==> src/rtl/alu_pkg.sv <==
// Shared definitions for the multi-cycle ALU: opcodes, flag bit positions, FSM states.
package alu_pkg;

    localparam logic [3:0] OP_ADD  = 4'd1;
    localparam logic [3:0] OP_SUB  = 4'd2;
    localparam logic [3:0] OP_AND  = 4'd3;
    localparam logic [3:0] OP_OR   = 4'd4;
    localparam logic [3:0] OP_XOR  = 4'd5;
    localparam logic [3:0] OP_NOT  = 4'd6;
    localparam logic [3:0] OP_SHL  = 4'd7;
    localparam logic [3:0] OP_SHR  = 4'd8;
    localparam logic [3:0] OP_MUL  = 4'd9;
    localparam logic [3:0] OP_DIVU = 4'd10;
    localparam logic [3:0] OP_REMU = 4'd11;
    localparam logic [3:0] OP_SAR  = 4'd12;
    localparam logic [3:0] OP_MOV  = 4'd15;

    localparam int NFLAGS       = 5;
    localparam int FLAG_ZERO    = 0;
    localparam int FLAG_NEG     = 1;
    localparam int FLAG_CARRY   = 2;
    localparam int FLAG_OVF     = 3;
    localparam int FLAG_ILLEGAL = 4;

    typedef enum logic [1:0] {IDLE, BUSY, DONE} state_t;

    function automatic logic [NFLAGS-1:0] pack_flags(input logic ill, input logic ovf,
                                                     input logic carry, input logic neg,
                                                     input logic zero);
        logic [NFLAGS-1:0] f;
        f               = '0;
        f[FLAG_ILLEGAL] = ill;
        f[FLAG_OVF]     = ovf;
        f[FLAG_CARRY]   = carry;
        f[FLAG_NEG]     = neg;
        f[FLAG_ZERO]    = zero;
        return f;
    endfunction

endpackage

==> src/rtl/alu_mc_if.sv <==
// Request/response bundle of the multi-cycle ALU; master = requester, slave = ALU.
interface alu_mc_if
    import alu_pkg::*;
#(
    parameter int WIDTH = 16
);
    logic              in_valid;
    logic              in_ready;
    logic [WIDTH-1:0]  operand_a;
    logic [WIDTH-1:0]  operand_b;
    logic [3:0]        alu_op;
    logic              out_valid;
    logic              out_ready;
    logic [WIDTH-1:0]  result;
    logic [NFLAGS-1:0] flags;

    modport master (
        output in_valid, operand_a, operand_b, alu_op, out_ready,
        input  in_ready, out_valid, result, flags
    );

    modport slave (
        input  in_valid, operand_a, operand_b, alu_op, out_ready,
        output in_ready, out_valid, result, flags
    );
endinterface

==> src/rtl/alu_muldiv_iter.sv <==
// One-bit-per-cycle shift-add multiplier / restoring divider sharing one hi:lo register pair.
// start_i loads the operands and performs the first step, so done_o rises WIDTH-1 cycles later.
module alu_muldiv_iter
    import alu_pkg::*;
#(
    parameter int WIDTH = 16
) (
    input  logic             clk,
    input  logic             rst_n,
    input  logic             start_i,
    input  logic [3:0]       op_i,
    input  logic [WIDTH-1:0] a_i,
    input  logic [WIDTH-1:0] b_i,
    output logic             done_o,
    output logic [WIDTH-1:0] result_o,
    output logic             overflow_o
);
    localparam int CW = $clog2(WIDTH + 1);
    localparam logic [CW-1:0] LAST = CW'(WIDTH);

    logic             busy_q, is_div_q, is_rem_q;
    logic [CW-1:0]    cnt_q;
    logic [WIDTH-1:0] opd_q, hi_q, lo_q;

    logic             src_div;
    logic [WIDTH-1:0] src_hi, src_lo, src_opd, hi_d, lo_d;
    logic [WIDTH:0]   add_sum, shifted, diff;

    // Multiply: hi:lo = {0, b}, opd = a.  Divide: hi = remainder, lo = a shifting into quotient, opd = b.
    always_comb begin
        src_div = start_i ? (op_i != OP_MUL) : is_div_q;
        src_hi  = start_i ? '0 : hi_q;
        src_lo  = start_i ? (src_div ? a_i : b_i) : lo_q;
        src_opd = start_i ? (src_div ? b_i : a_i) : opd_q;
        add_sum = {1'b0, src_hi} + (src_lo[0] ? {1'b0, src_opd} : '0);
        shifted = {src_hi, src_lo[WIDTH-1]};
        diff    = shifted - {1'b0, src_opd};
        if (!src_div) begin
            hi_d = add_sum[WIDTH:1];
            lo_d = {add_sum[0], src_lo[WIDTH-1:1]};
        end else if (!diff[WIDTH]) begin
            hi_d = diff[WIDTH-1:0];
            lo_d = {src_lo[WIDTH-2:0], 1'b1};
        end else begin
            hi_d = shifted[WIDTH-1:0];
            lo_d = {src_lo[WIDTH-2:0], 1'b0};
        end
    end

    always_ff @(posedge clk or negedge rst_n) begin
        if (!rst_n) begin
            busy_q   <= 1'b0;
            is_div_q <= 1'b0;
            is_rem_q <= 1'b0;
            cnt_q    <= '0;
            opd_q    <= '0;
            hi_q     <= '0;
            lo_q     <= '0;
        end else if (start_i) begin
            busy_q   <= 1'b1;
            is_div_q <= src_div;
            is_rem_q <= (op_i == OP_REMU);
            cnt_q    <= CW'(1);
            opd_q    <= src_opd;
            hi_q     <= hi_d;
            lo_q     <= lo_d;
        end else if (busy_q) begin
            if (cnt_q == LAST) begin
                busy_q <= 1'b0;
            end else begin
                cnt_q <= cnt_q + CW'(1);
                hi_q  <= hi_d;
                lo_q  <= lo_d;
            end
        end
    end

    // Division by zero falls out of the algorithm as quotient all-ones, remainder a.
    assign done_o     = busy_q && (cnt_q == LAST);
    assign result_o   = is_rem_q ? hi_q : lo_q;
    assign overflow_o = is_div_q ? (opd_q == '0) : (|hi_q);

endmodule

==> src/rtl/alu_mc.sv <==
// Multi-cycle ALU with valid/ready request and result channels.
// Define ALU_MULDIV_EN to add the iterative MUL/DIVU/REMU unit; otherwise those opcodes are illegal.
module alu_mc
    import alu_pkg::*;
#(
    parameter int WIDTH = 16
) (
    input  logic     clk,
    input  logic     rst_n,
    alu_mc_if.slave  bus
);
    localparam int SW = $clog2(WIDTH);

    state_t            state_q, state_d;
    logic [WIDTH-1:0]  result_q, result_d;
    logic [NFLAGS-1:0] flags_q, flags_d;

    logic              in_ready, accept, is_iter;
    logic              alu_c, alu_ov, alu_ill;
    logic [WIDTH-1:0]  a, b, alu_res;
    logic [WIDTH:0]    add_w, sub_w;

    assign a      = bus.operand_a;
    assign b      = bus.operand_b;
    assign add_w  = {1'b0, a} + {1'b0, b};
    assign sub_w  = {1'b0, a} - {1'b0, b};
    assign in_ready = rst_n && ((state_q == IDLE) || ((state_q == DONE) && bus.out_ready));
    assign accept = bus.in_valid && in_ready;

    always_comb begin
        alu_res = '0;
        alu_c   = 1'b0;
        alu_ov  = 1'b0;
        alu_ill = 1'b0;
        is_iter = 1'b0;
        case (bus.alu_op)
            OP_ADD: begin
                alu_res = add_w[WIDTH-1:0];
                alu_c   = add_w[WIDTH];
                alu_ov  = (a[WIDTH-1] == b[WIDTH-1]) && (add_w[WIDTH-1] != a[WIDTH-1]);
            end
            OP_SUB: begin
                alu_res = sub_w[WIDTH-1:0];
                alu_c   = sub_w[WIDTH];
                alu_ov  = (a[WIDTH-1] != b[WIDTH-1]) && (sub_w[WIDTH-1] != a[WIDTH-1]);
            end
            OP_AND: alu_res = a & b;
            OP_OR:  alu_res = a | b;
            OP_XOR: alu_res = a ^ b;
            OP_NOT: alu_res = ~a;
            OP_SHL: begin
                alu_res = {a[WIDTH-2:0], 1'b0};
                alu_c   = a[WIDTH-1];
            end
            OP_SHR: begin
                alu_res = {1'b0, a[WIDTH-1:1]};
                alu_c   = a[0];
            end
            OP_SAR: alu_res = $signed(a) >>> b[SW-1:0];
            OP_MOV: alu_res = b;
`ifdef ALU_MULDIV_EN
            OP_MUL, OP_DIVU, OP_REMU: is_iter = 1'b1;
`endif
            default: alu_ill = 1'b1;
        endcase
    end

`ifdef ALU_MULDIV_EN
    logic             iter_done, iter_ov;
    logic [WIDTH-1:0] iter_res;

    alu_muldiv_iter #(.WIDTH(WIDTH)) u_iter (
        .clk        (clk),
        .rst_n      (rst_n),
        .start_i    (accept && is_iter),
        .op_i       (bus.alu_op),
        .a_i        (a),
        .b_i        (b),
        .done_o     (iter_done),
        .result_o   (iter_res),
        .overflow_o (iter_ov)
    );
`endif

    always_comb begin
        state_d  = state_q;
        result_d = result_q;
        flags_d  = flags_q;
        case (state_q)
            IDLE: ;
`ifdef ALU_MULDIV_EN
            BUSY: if (iter_done) begin
                state_d  = DONE;
                result_d = iter_res;
                flags_d  = pack_flags(1'b0, iter_ov, 1'b0, iter_res[WIDTH-1], iter_res == '0);
            end
`endif
            DONE: if (bus.out_ready) state_d = IDLE;
            default: state_d = IDLE;
        endcase
        // A new request can only be accepted from IDLE or during the DONE handoff.
        if (accept) begin
            if (is_iter) begin
                state_d = BUSY;
            end else begin
                state_d  = DONE;
                result_d = alu_res;
                flags_d  = pack_flags(alu_ill, alu_ov, alu_c, alu_res[WIDTH-1], alu_res == '0);
            end
        end
    end

    always_ff @(posedge clk or negedge rst_n) begin
        if (!rst_n) begin
            state_q  <= IDLE;
            result_q <= '0;
            flags_q  <= '0;
        end else begin
            state_q  <= state_d;
            result_q <= result_d;
            flags_q  <= flags_d;
        end
    end

    assign bus.in_ready  = in_ready;
    assign bus.out_valid = (state_q == DONE);
    assign bus.result    = result_q;
    assign bus.flags     = flags_q;

endmodule
==> src/flat_wrapper.sv <==
// flat-port wrapper written by rule: the top's interface ports become plain ports
module alu_mc_flat import alu_pkg::*;
#(
    parameter int WIDTH = 16
)
  (clk, rst_n, bus_in_valid, bus_operand_a, bus_operand_b, bus_alu_op, bus_out_ready, bus_in_ready, bus_out_valid, bus_result, bus_flags);
  alu_mc_if #(.WIDTH(WIDTH)) bus_i ();
  input  logic clk;
  input  logic rst_n;
  input wire logic [$bits(bus_i.in_valid)-1:0] bus_in_valid;
  input wire logic [$bits(bus_i.operand_a)-1:0] bus_operand_a;
  input wire logic [$bits(bus_i.operand_b)-1:0] bus_operand_b;
  input wire logic [$bits(bus_i.alu_op)-1:0] bus_alu_op;
  input wire logic [$bits(bus_i.out_ready)-1:0] bus_out_ready;
  output wire logic [$bits(bus_i.in_ready)-1:0] bus_in_ready;
  output wire logic [$bits(bus_i.out_valid)-1:0] bus_out_valid;
  output wire logic [$bits(bus_i.result)-1:0] bus_result;
  output wire logic [$bits(bus_i.flags)-1:0] bus_flags;
  assign bus_i.in_valid = bus_in_valid;
  assign bus_i.operand_a = bus_operand_a;
  assign bus_i.operand_b = bus_operand_b;
  assign bus_i.alu_op = bus_alu_op;
  assign bus_i.out_ready = bus_out_ready;
  assign bus_in_ready = bus_i.in_ready;
  assign bus_out_valid = bus_i.out_valid;
  assign bus_result = bus_i.result;
  assign bus_flags = bus_i.flags;
  alu_mc #(.WIDTH(WIDTH)) u_core (.clk(clk), .rst_n(rst_n), .bus(bus_i));
endmodule
==> config.mk <==
export PLATFORM = sky130hd
export DESIGN_NAME = alu_mc_flat
export DESIGN_NICKNAME = d
export VERILOG_FILES = /design/src/rtl/alu_pkg.sv /design/src/rtl/alu_mc_if.sv /design/src/rtl/alu_muldiv_iter.sv /design/src/rtl/alu_mc.sv /design/src/flat_wrapper.sv
export SDC_FILE = /design/constraint.sdc
export NUM_CORES = 1
export LEC_CHECK = 0
export CAP_MARGIN = 30
export CORE_ASPECT_RATIO = 0.75
export CORE_MARGIN = 2
export CORE_UTILIZATION = 45
export DETAILED_ROUTE_END_ITERATION = 8
export PLACE_DENSITY_LB_ADDON = 0.2
export SYNTH_ARGS = -nofsm -noshare
export SYNTH_HDL_FRONTEND = slang
export SYNTH_SLANG_ARGS = --single-unit
==> constraint.sdc <==
create_clock -name clk -period 4.5 [get_ports clk]
set_input_delay 0.9 -clock clk [delete_from_list [all_inputs] [get_ports clk]]
set_output_delay 0.9 -clock clk [all_outputs]
set_load 0.005 [all_outputs]
==> Yosys cells after proc, flatten, opt, wreduce, memory -nomap -nowiden <==
Index checks and enable logic that the tools add are counted.
{ "op_classes": {"n_mul": 0, "mux": 7, "div": 0, "n_lt_le_gt_ge": 0, "n_addsub": 2, "reduce_logical": 10, "shifts": 1, "bitwise": 4, "n_eq_ne": 17} }
{ "op_table": {"columns": ["operator", "n"], "rows": [
  ["$pmux 16 s10", 1],
  ["$add 16x16->17", 1],
  ["$sub 16x16->17", 1],
  ["$and 16x16->16", 1],
  ["$eq 4x3->1 const B", 4],
  ["$logic_not 16->1", 1],
  ["$not 16->16", 1],
  ["$or 16x16->16", 1],
  ["$sshr 16x4->16", 1],
  ["$xor 16x16->16", 1],
  ["$eq 4x4->1 const B", 3],
  ["$reduce_or 10->1", 1],
  ["$eq 4x2->1 const B", 2],
  ["$logic_and 1x1->1", 5],
  ["$eq 4x1->1 const B", 1],
  ["$mux 2", 2],
  ["$pmux 1 s4", 1],
  ["$pmux 2 s2", 1],
  ["$ne 1x1->1", 3],
  ["$ne 3x2->1 const B", 1],
  ["$eq 2x2->1 const B", 1],
  ["$logic_not 2->1", 1],
  ["$ne 2x1->1 const B", 1],
  ["$pmux 1 s2", 1],
  ["other kinds (4)", 4]
]} }
{ "totals": {"mem_bits_ro": 0, "regBits": 23, "mem_count": 0, "ram_bits": 0, "latchBits": 0} }

==> Depth between registers and ports, before layout <==
{ "depth": {"depth_word": 7, "mapped_depth": 14, "ltp_nobuf": 13} }

==> Worst setup path after synthesis <==
Ideal clock, no wire load.
{ "synth_timing": {"kind": "in2reg", "start": "input port bus_operand_b[2]", "end": "register u_core.flags_q[0] (netlist: u_core.bus.flags[0])", "arrival_ns": 3.378, "setup_time_ns": 0.120, "cell_stages": 12, "slack_ns": 1.002, "path_buffers": 1, "cell_sequence": "inv_1 -> clkbuf_1 -> ha_1 -> nand2b_1 -> o311ai_1 -> a211oi_1 -> o21ai_1 -> o311a_1 -> a22oi_1 -> a2bb2oi_1 -> nor4_2 -> a41o_1"} }
{ "synth_via": {"elab_chain_len": 3} }
{ "synth_rtl": {"columns": ["item", "line", "text"], "rows": [
  ["start: declaration", "flat_wrapper.sv:12", "input wire logic [$bits(bus_i.operand_b)-1:0] bus_operand_b;"],
  ["$sub 16x16->17, or another cell as far along", "alu_mc.sv:26", "assign sub_w = {1'b0, a} - {1'b0, b};"],
  ["$pmux 16 s10 *", "alu_mc.sv:36", "case (bus.alu_op)"],
  ["$logic_not 16->1 *", "alu_mc.sv:108", "flags_d = pack_flags(alu_ill, alu_ov, alu_c, alu_res[WIDTH-1], alu_res == '0);"],
  ["end signal: assignment", "alu_mc.sv:121", "flags_q <= flags_d;"],
  ["end: declaration", "alu_mc.sv:16", "logic [NFLAGS-1:0] flags_q, flags_d;"]
]} }
Mark *: on every way between the ends. The rest lies on a longest branch, timed or not.
A chain may end at the register's enable or synchronous reset.

==> Final worst setup path <==
{ "layout_timing": {"start": "input port bus_operand_a[0]", "end": "register u_core.flags_q[0] (netlist: u_core.bus.flags[0])"} }
{ "layout_via": {"elab_chain_len": 3} }
{ "layout_rtl": {"columns": ["item", "line", "text"], "rows": [
  ["start: declaration", "flat_wrapper.sv:11", "input wire logic [$bits(bus_i.operand_a)-1:0] bus_operand_a;"],
  ["$sub 16x16->17, or another cell as far along", "alu_mc.sv:26", null],
  ["$pmux 16 s10 *", "alu_mc.sv:36", null],
  ["$logic_not 16->1 *", "alu_mc.sv:108", null]
]} }
Marked as above.

==> results.toml <==
[sta]
worst_slew_pin_slew_ps = 751
setup_violations = 0
hold_viol = 0
fmax_mhz = 230
rsz0062_at_grt = "false"
period_minus_slack_ps = 4350
period_share_pct = 96.7
fin_tns_setup_ps = 0
finClkSkew_ps = 5.16
max_slew_margin_pct = 49.7
slew_viol_final = 0

[worst_setup_path]
startpoint_type = "input port"
cp_top_family = "compound AO/OA/AOI/OAI gates"
crit_type = "in -> reg"
critPathArrivalTime_ps = 4500
slowest_stage = "o311ai_1"
cp-end-kind = "flop"
crit_buf_inv = 4
crit_chain = "clkdlybuf4s50_1 -> inv_1 -> ha_1 -> inv_1 -> fa_1 -> nor2b_1 -> o311ai_1 -> a31oi_1 -> a21oi_1 -> buf_4 -> o21ai_0 -> a21oi_1 -> a211oi_1 -> o2bb2ai_1 -> a41o_1"
critPathRequiredTime_ps = 4650
path_max_fanout = 3
max_stage_delay_ps = 510

[route]
routed_wl_um = 21100
vias_per_cell = 6.65
drc_errors = 0
dr.pass1.iters = 6
drt_iter0_drc = 764
routed-via-count = 5872
wl_per_cell_um = 23.9
ant_nets = 0

[clock_network]
htree_levels = 1
cts_num_sinks = 21
cts_hold_buf = 0
postCtsSetupBuffers = 0
cts_buffers = 3
cts_tree = "yes"
path_clk_slew_ps = 70
clock_latency_ps = 260
cts.path.max_buffers = 2
cts.repair.resized = 0
cts-root-buf = "clkbuf_16"

[synthesis]
synthCells = 656
synth-seq-area-share_pct = 10.4
synth_fp_nets = 750
yosysTopAreaCell = "ha_1"
synth_area_leaders = "ha_1, dfrtp_1, mux4_2"
synth_seq_cells = 21
synth-main-ff-cell = "dfrtp_1"
avgSynthCellArea_um2 = 7.67
synth.yosys.warnings = 0
synth_edf_count = 0
synth_top_cell_area_share_pct = 12.9
synth.distinct_cells = 89
netlist_area_um2 = 5030
async_flop_share_pct = 100

[place]
dp_cells = 879
io_buffers = 62
placed_area_um2 = 6090
gp_congestion = 1.03
post-dp-hpwl_um = 16800

[layout]
ff_latch_area_um2 = 526
layout_commonest_cell = "nand2_1"
drive_gt1_share_pct = 15.2
fin_util_pct = 56.6
fillCellCount = 1043
stdcell_count = 883
synthToLayoutAreaGrowth_pct = 22.6
multi_input_area_um2 = 4010
fin_nets = 838
final_area_um2 = 6170
antenna_cells = 0
final_cell_mix = "nand2_1, buf_4, clkdlybuf4s50_1"

[power_and_ir_drop]
pwr_density_cell_nw_per_um2 = 189
total_power_uw = 1170
power_leakage_uw = 0.00268
ir_drop_uv = 203

[floorplanning]
dieArea_um2 = 12100
start_util_pct = 46.2
ios = 63
die_h_um = 95.6
die_w_um = 126
core_area_um2 = 10900
rows = 33

[job]
cap_violations = 0

[status]
status = "finished clean"

[min_path]
worstHoldPathType = "reg -> reg"

[global_route]
track_usage_pct = 35.2
grt_pass1_wl_um = 32600
grt_max_degree = 50
antenna_found_initial = 0
grt_pass1_vias = 5417
grt-ovfl-total = 0
[tightest hold or removal path, cell delays in order (launching register included)]
cell	delay, ps
dfrtp_1	340
nand2_1	50
nand2_1	50
[stage by stage]
step	hold slack (ps)	setup WS, ps
2_1_floorplan	470	1000
3_3_place_gp	457	115
3_5_place_dp	465	76.7
4_1_cts	479	311
5_1_grt	498	55.6
6_report	473	149
[cell type report]
cell class,count,share of cell area [%]
Clock buffer,3,1.22
Clock inverter,1,0.0811
Inverter,51,3.10
Multi-Input combinational cell,534,64.9
Sequential cell,21,8.52
Tap cell,140,2.84
Timing Repair Buffer,133,19.3
[flip-flops by register name, summed over array words and instances, names as in the netlist]
| register | cells |
|---|---|
| u_core.bus.flags | 5 |
| u_core.state_q | 1 |
| u_core.bus.result | 15 |
[cell usage after synthesis (5+ instances only)]
cell      count
nand2_1      74
ha_1         52
inv_1        48
nor2_1       44
o21ai_0      39
a21oi_1      38
clkbuf_1     28
mux2i_1      22
dfrtp_1      21
nor3_1       16
mux4_2       15
nor2b_1      15
a211oi_1     13
a22oi_1      12
buf_6        12
a31oi_1       9
nand2b_1      9
o22ai_1       9
o211ai_1      8
a32oi_1       7
o21a_1        7
o31ai_1       7
and3_1        6
nor3b_1       6
a211o_1       5
and2_1        5
nand3_1       5
nand4_1       5
xnor2_1       5
[power by group]
group	internal [µW]	leakage [µW]	switching (µW)
clock	120	0.0000409	76.3
combinational	328	0.00238	401
sequential	222	0.000266	18.3
[kinds of logic after synthesis]
group,after synthesis,synth area share [%]
and+or+nand+nor,215,22.0
AOI/OAI and AO/OA,214,30.1
buffers and inverters,101,9.92
adders and majority gates,54,13.7
muxes,44,12.7
DFF,21,10.4
xor gates and xnor gates,7,1.22
[layer usage]
| metal | up-vias | part of all wire, % | GRT usage (%) |
|---|---|---|---|
| met3 | 32 | 13 | 8.31 |
| met1 | 2796 | 44 | 53.4 |
| met4 | 0 | 1.7 | 5.13 |
| met2 | 426 | 41 | 51.2 |
| li1 | 2618 | - | - |
| met5 | - | 0 | 0 |
[worst paths after layout]
check	depth (start not counted)	slack, ps	endpoint	startpoint
setup / recovery	15	150	u_core.bus.flags[0]$_DFFE_PN0P_	bus_operand_a[0]
hold / removal	2	470	u_core.bus.result[6]$_DFFE_PN0P_	u_core.bus.result[6]$_DFFE_PN0P_
setup reg to reg	9	2170	u_core.bus.flags[0]$_DFFE_PN0P_	u_core.state_q[1]$_DFFE_PN0P_
hold reg to reg	2	470	u_core.bus.result[6]$_DFFE_PN0P_	u_core.bus.result[6]$_DFFE_PN0P_
max in group asynchronous	2	3180	u_core.bus.result[10]$_DFFE_PN0P_	rst_n
min in group asynchronous	2	1100	u_core.bus.result[11]$_DFFE_PN0P_	rst_n
(Power assumes the default switching activity.)
